[config.mk]
export PLATFORM = sky130hd
export DESIGN_NAME = i2s_tx_serializer
export DESIGN_NICKNAME = d
export VERILOG_FILES = /design/src/rtl/i2s_tx_serializer.sv
export SDC_FILE = /design/constraint.sdc
export NUM_CORES = 1
export LEC_CHECK = 0
export CORE_ASPECT_RATIO = 0.9
export CORE_MARGIN = 5
export CORE_UTILIZATION = 62
export CTS_CLUSTER_SIZE = 25
export DETAILED_ROUTE_END_ITERATION = 10
export DONT_BUFFER_PORTS = 1
export PLACE_DENSITY_LB_ADDON = 0.05
export SLEW_MARGIN = 20
export SYNTH_ARGS = -nofsm -noshare
export SYNTH_HDL_FRONTEND = slang
export SYNTH_SLANG_ARGS = --single-unit
export TNS_END_PERCENT = 20
[constraint.sdc]
create_clock -name clk -period 3.7 [get_ports clk]
set_clock_uncertainty 0.15 [all_clocks]
set_input_delay 0.185 -clock clk [delete_from_list [all_inputs] [get_ports clk]]
set_output_delay 0.185 -clock clk [all_outputs]
set_load 0.1 [all_outputs]
[src/rtl/i2s_tx_serializer.sv]
`default_nettype none
// ============================================================================
// Module      : i2s_tx_serializer
// Description : Philips I2S transmitter with a one-frame L/R sample buffer;
//               sends a silent frame and pulses underrun when starved.
// Revision    : 1.0
// ============================================================================
module i2s_tx_serializer #(
    parameter int BCLK_DIV  = 4,
    parameter int SLOT_BITS = 16
) (
    input  logic        clk,
    input  logic        rst,
    input  logic [15:0] s_data,
    input  logic        s_valid,
    output logic        s_ready,
    output logic        i2s_bclk,
    output logic        i2s_lrclk,
    output logic        i2s_sdata,
    output logic        underrun
);

    localparam int c_frame_bits = 2 * SLOT_BITS;
    localparam int c_pad_bits   = SLOT_BITS - 16;
    localparam int c_div_w      = $clog2(BCLK_DIV);
    localparam int c_k_w        = $clog2(c_frame_bits);

    logic [c_div_w-1:0]      r_div_cnt;
    logic                    r_bclk;
    logic [c_k_w-1:0]        r_k;
    logic                    r_lrclk;
    logic                    r_sdata;
    logic                    r_underrun;
    logic [c_frame_bits-1:0] r_frame;
    logic [15:0]             r_buf_l;
    logic [15:0]             r_buf_r;
    logic                    r_vld_l;
    logic                    r_vld_r;

    logic                    w_div_wrap;
    logic                    w_fall;
    logic                    w_last_k;
    logic                    w_load;
    logic                    w_full;
    logic                    w_accept;
    logic [c_k_w-1:0]        w_k_next;
    logic [c_k_w-1:0]        w_bit_idx;
    logic                    w_lrclk_next;
    logic                    w_sdata_next;
    logic [c_frame_bits-1:0] w_frame;

    generate
        if (c_pad_bits > 0) begin : g_pad
            assign w_frame = {r_buf_l, {c_pad_bits{1'b0}}, r_buf_r, {c_pad_bits{1'b0}}};
        end else begin : g_nopad
            assign w_frame = {r_buf_l, r_buf_r};
        end
    endgenerate

    assign w_div_wrap = (r_div_cnt == c_div_w'(BCLK_DIV - 1));
    assign w_fall     = w_div_wrap & r_bclk;
    assign w_last_k   = (r_k == c_k_w'(c_frame_bits - 1));
    assign w_load     = w_fall & w_last_k;
    assign w_full     = r_vld_l & r_vld_r;
    // A full buffer always empties on the load edge, so it may take a word then.
    assign s_ready    = ~w_full | w_load;
    assign w_accept   = s_valid & s_ready;

    assign w_k_next     = w_last_k ? '0 : r_k + c_k_w'(1);
    assign w_lrclk_next = (w_k_next >= c_k_w'(SLOT_BITS));
    // Slot k carries frame bit (2*SLOT_BITS - k); k = 0 replays bit 0 of the old frame.
    assign w_bit_idx    = c_k_w'(c_frame_bits - 1) - (w_k_next - c_k_w'(1));
    assign w_sdata_next = (w_k_next == '0) ? r_frame[0] : r_frame[w_bit_idx];

    always_ff @(posedge clk or negedge rst) begin
        if (!rst) begin
            r_div_cnt <= '0;
            r_bclk    <= 1'b0;
        end else if (w_div_wrap) begin
            r_div_cnt <= '0;
            r_bclk    <= ~r_bclk;
        end else begin
            r_div_cnt <= r_div_cnt + c_div_w'(1);
        end
    end

    always_ff @(posedge clk or negedge rst) begin
        if (!rst) begin
            r_k       <= c_k_w'(c_frame_bits - 1);
            r_lrclk   <= 1'b1;
            r_sdata   <= 1'b0;
        end else if (w_fall) begin
            r_k       <= w_k_next;
            r_lrclk   <= w_lrclk_next;
            r_sdata   <= w_sdata_next;
        end
    end

    always_ff @(posedge clk or negedge rst) begin
        if (!rst) begin
            r_frame    <= '0;
            r_underrun <= 1'b0;
        end else begin
            r_underrun <= w_load & ~w_full;
            if (w_load) begin
                r_frame <= w_full ? w_frame : '0;
            end
        end
    end

    // A lone left word survives an underrun so L/R pairing never slips.
    always_ff @(posedge clk or negedge rst) begin
        if (!rst) begin
            r_buf_l <= '0;
            r_buf_r <= '0;
            r_vld_l <= 1'b0;
            r_vld_r <= 1'b0;
        end else if (w_load && w_full) begin
            r_vld_r <= 1'b0;
            r_vld_l <= w_accept;
            if (w_accept) begin
                r_buf_l <= s_data;
            end
        end else if (w_accept) begin
            if (!r_vld_l) begin
                r_buf_l <= s_data;
                r_vld_l <= 1'b1;
            end else begin
                r_buf_r <= s_data;
                r_vld_r <= 1'b1;
            end
        end
    end

    assign i2s_bclk  = r_bclk;
    assign i2s_lrclk = r_lrclk;
    assign i2s_sdata = r_sdata;
    assign underrun  = r_underrun;

endmodule
`default_nettype wire

==> out/metrics.csv <==
stage,metric,value,unit
route,top sig layer,met4,
layout,layout cells sized above 1,21.3,%
global_route,antenna violations before repair,0,
power_and_ir_drop,Sw Pwr,0.000324,W
logic_synthesis,post-synthesis cell area,3420,sq um
global_route,Total GRT Usage,21.6,%
clock_network,CTS tree,built,
sta,Final Max Slew Viols,0,
power_and_ir_drop,peak supply drop,0.276,mV
route,DRC errors left,0,
die,core area,5320,sq um
logic_synthesis,asr flop ratio synth,100,%
sta,post-route minimum period,3.13,ns
sta,final setup fails,0,
die,Die H,80.5,um
power_and_ir_drop,Sw Share,22.6,%
global_route,Congestion Overflow GR,0,
power_and_ir_drop,Logic pwr share,2.5,%
route,via count,2263,
route,TritonRoute pass-1 iters,4,
worst_setup_path,crit start category,register,
layout,final instance area,3870,sq um
route,Post-DRT Antenna Nets,0,
worst_setup_path,max incr delay on CP,0.58,ns
sta,final hold vios,0,
global_route,number of global-route vias before repair,2307,
worst_setup_path,Worst Setup End Kind,register,
power_and_ir_drop,Internal,0.00111,W
die,starting density of the core,64.3,%
worst_setup_path,CP most frequent cell,ha_1,
route,DR WL/cell,16.3,um
die,die area,7100,sq um
route,number of DRC markers in iteration 0,92,
logic_synthesis,Post-synth top cells,"nand2_1, dfrtp_1, o21ai_0",
sta,RSZ-0062 raised after global routing,no,
placement,routability cong.,0.780,
power_and_ir_drop,P_leak,1.80,nW
clock_network,clock slew at reported path FFs,0.08,ns
min_path,worst hold path type,in -> reg,
layout,final core utilization,72.8,%
worst_setup_path,crit path buf inv count,0,
worst_setup_path,crit-path max FO,9,
logic_synthesis,Synth top area share,52.0,%
logic_synthesis,Ys Warns,0,
die,Die Wd,88.3,um
logic_synthesis,ranking of synthesized cells by area,"dfrtp_1, mux2_2, nand2_1",
layout,synth-to-layout area growth,13.1,%
placement,DP HPWL,4.25,mm
worst_setup_path,WP data required,3.78,ns
logic_synthesis,Yosys top cell by area,dfrtp_1,
logic_synthesis,Avg Inst Size Synth,11.0,sq um
worst_setup_path,crit path cell chain,"ha_1, and3_1, ha_1, or2_0, mux4_2, mux2_4, a211oi_2, o31ai_1",
sta,Slew HR,33.4,%
logic_synthesis,post-synthesis sequential area ratio,55.8,%
global_route,largest net degree at the start of global routing,77,
logic_synthesis,Yosys cell types,39,
worst_setup_path,"CP delay by family, top",multiplexers,
clock_network,CTS root buf,clkbuf_8,
placement,Placement Setup Slack,0.581,ns
layout,number of inserted diodes,0,
worst_setup_path,slowest cell on the critical path,dfstp_2,
worst_setup_path,crit path kind,reg -> reg,
worst_setup_path,critical path data arrival time,3.21,ns
route,Post-Route WL,6.55,mm
die,row count,25,
logic_synthesis,Post-synth EDFFs,0,
route,routed wl met3,381,um
power_and_ir_drop,pwr dens,370,nW/um^2
power_and_ir_drop,sequential power share,58.1,%
sta,Worst-Margin Slew,0.996,ns
clock_network,clock sinks,76,
clock_network,CTS resizes,0,
route,detail-routed via count per cell,5.64,
route,DRT met1 WL,3.11,mm
status,outcome,"finished, final reports clean",
sta,fmax,0.320,GHz
placement,post-place instance area,3490,sq um
clock_network,H-tree levels,3,
clock_network,Max Root-Sink Buffers,2,
die,top-level port count,24,
logic_synthesis,"Top FF cell, synth",dfrtp_1,
route,routed length on met2,2.97,mm
logic_synthesis,Mapped Cells,312,
flow_run,Max-Cap Viols,0,
logic_synthesis,Post-Syn Nets,336,
clock_network,total CTS buffers,9,
power_and_ir_drop,Clk pwr share,39.4,%
sta,Setup TNS,0,ns
placement,IO buf count,0,
clock_network,Skew-Pair Late Insertion Delay,0.35,ns
sta,final period utilization,84.5,%
logic_synthesis,most common cell in the netlist,nand2_1,
global_route,first-pass GRT wire length,11.4,mm
layout,nets,354,
logic_synthesis,Seq cells post-synth,76,
sta,worst setup margin,0.573,ns
## state kept, by name, indices dropped and copies added, names as in the netlist
name       flops
r_buf_r       16
r_vld_r        1
r_vld_l        1
i2s_sdata      1
r_div_cnt      2
r_buf_l       16
r_k            5
i2s_bclk       1
underrun       1
r_frame       32
## logic make-up (layout without fill, tap and decap cells)
kind of cell	after synthesis	count (layout)	synth area share (%)
xor+xnor	2	2	0.512
mux	45	45	17.2
flops	76	76	55.8
simple gates	102	102	12.4
buf+inv	25	47	2.93
compound gates	57	57	9.40
fa+ha+maj	5	5	1.83
## layout make-up
type                       instances  area, sq um
clock buffer                      10          138
clock inverter                     5         37.5
fill                             374         1450
inverter                           6         22.5
multi-input combinational        211         1420
sequential                        76         1910
tap                               67         83.8
timing repair buffer              26          260
## worst reg2reg max path: stages, from the launching register on
cell,delay [ns]
dfstp_2,0.58
ha_1,0.33
and3_1,0.23
ha_1,0.23
or2_0,0.37
mux4_2,0.55
mux2_4,0.27
a211oi_2,0.21
o31ai_1,0.10
## placed cells by master (no fill, tap or decap), types with 2 or more instances in the layout
| cell type | Yosys | layout |
|---|---|---|
| nand2_1 | 75 | 75 |
| ha_1 | 5 | 5 |
| a21oi_1 | 5 | 5 |
| clkinvlp_4 | 0 | 2 |
| inv_1 | 6 | 6 |
| dlygate4sd3_1 | 0 | 18 |
| xor2_1 | 2 | 2 |
| mux4_1 | 3 | 3 |
| dfstp_2 | 5 | 5 |
| mux4_2 | 3 | 3 |
| mux2i_1 | 4 | 4 |
| o21ai_0 | 43 | 43 |
| nand2b_1 | 2 | 2 |
| clkbuf_8 | 0 | 10 |
| nand3_1 | 3 | 2 |
| nor3_1 | 2 | 2 |
| mux2_2 | 33 | 33 |
| buf_4 | 0 | 7 |
| dfrtp_1 | 71 | 71 |
| nor2_1 | 11 | 10 |
| nor2_2 | 1 | 2 |
## through the flow
| stage | hold WS [ns] | instances | power (W) |
|---|---|---|---|
| 2_1_floorplan | -0.261 | 312 | 0.000847 |
| 3_3_place_gp | -0.258 | 367 | 0.000847 |
| 5_1_grt | 0.270 | 401 | 0.00149 |
| 4_1_cts | 0.247 | 401 | 0.00145 |
| 3_5_place_dp | -0.258 | 367 | 0.000847 |
| 6_report | 0.270 | 401 | 0.00143 |
## per-layer routing
layer | vias to the layer above | GRT usage (%)
li1 | 1107 | -
met2 | 63 | 32.4
met1 | 1085 | 29.8
met4 | 0 | 7.55
met3 | 8 | 6.67
met5 | - | 0
## worst paths after layout
path,start,endpoint,depth (start not counted),slack (ns)
min in group asynchronous,rst,r_frame[27],2,0.29
setup reg to reg,r_k[0],i2s_sdata,8,0.57
max in group asynchronous,rst,r_k[2],2,2.80
hold / removal,s_valid,r_buf_l[1],3,0.27
hold reg to reg,r_div_cnt[0],r_div_cnt[0],1,0.30
setup / recovery,r_k[0],i2s_sdata,8,0.57
## power groups by stage
stage	clock network [W]	logic [W]	registers (W)
2_1_floorplan	0	0.000000497	0.000847
3_3_place_gp	0	0.000000497	0.000847
3_5_place_dp	0	0.000000497	0.000847
4_1_cts	0.000579	0.0000372	0.000830
5_1_grt	0.000619	0.0000417	0.000830
6_report	0.000563	0.0000364	0.000830
## what timing repair did
| action | in CTS | in global routing |
|---|---|---|
| hold endpoints to repair | 109 | 0 |
| buffers inserted | 0 | 0 |
| endpoints found under the setup margin | 0 | 0 |
| hold buffers | 19 | 0 |
Note: power is estimated with default switching activity, not from simulation.
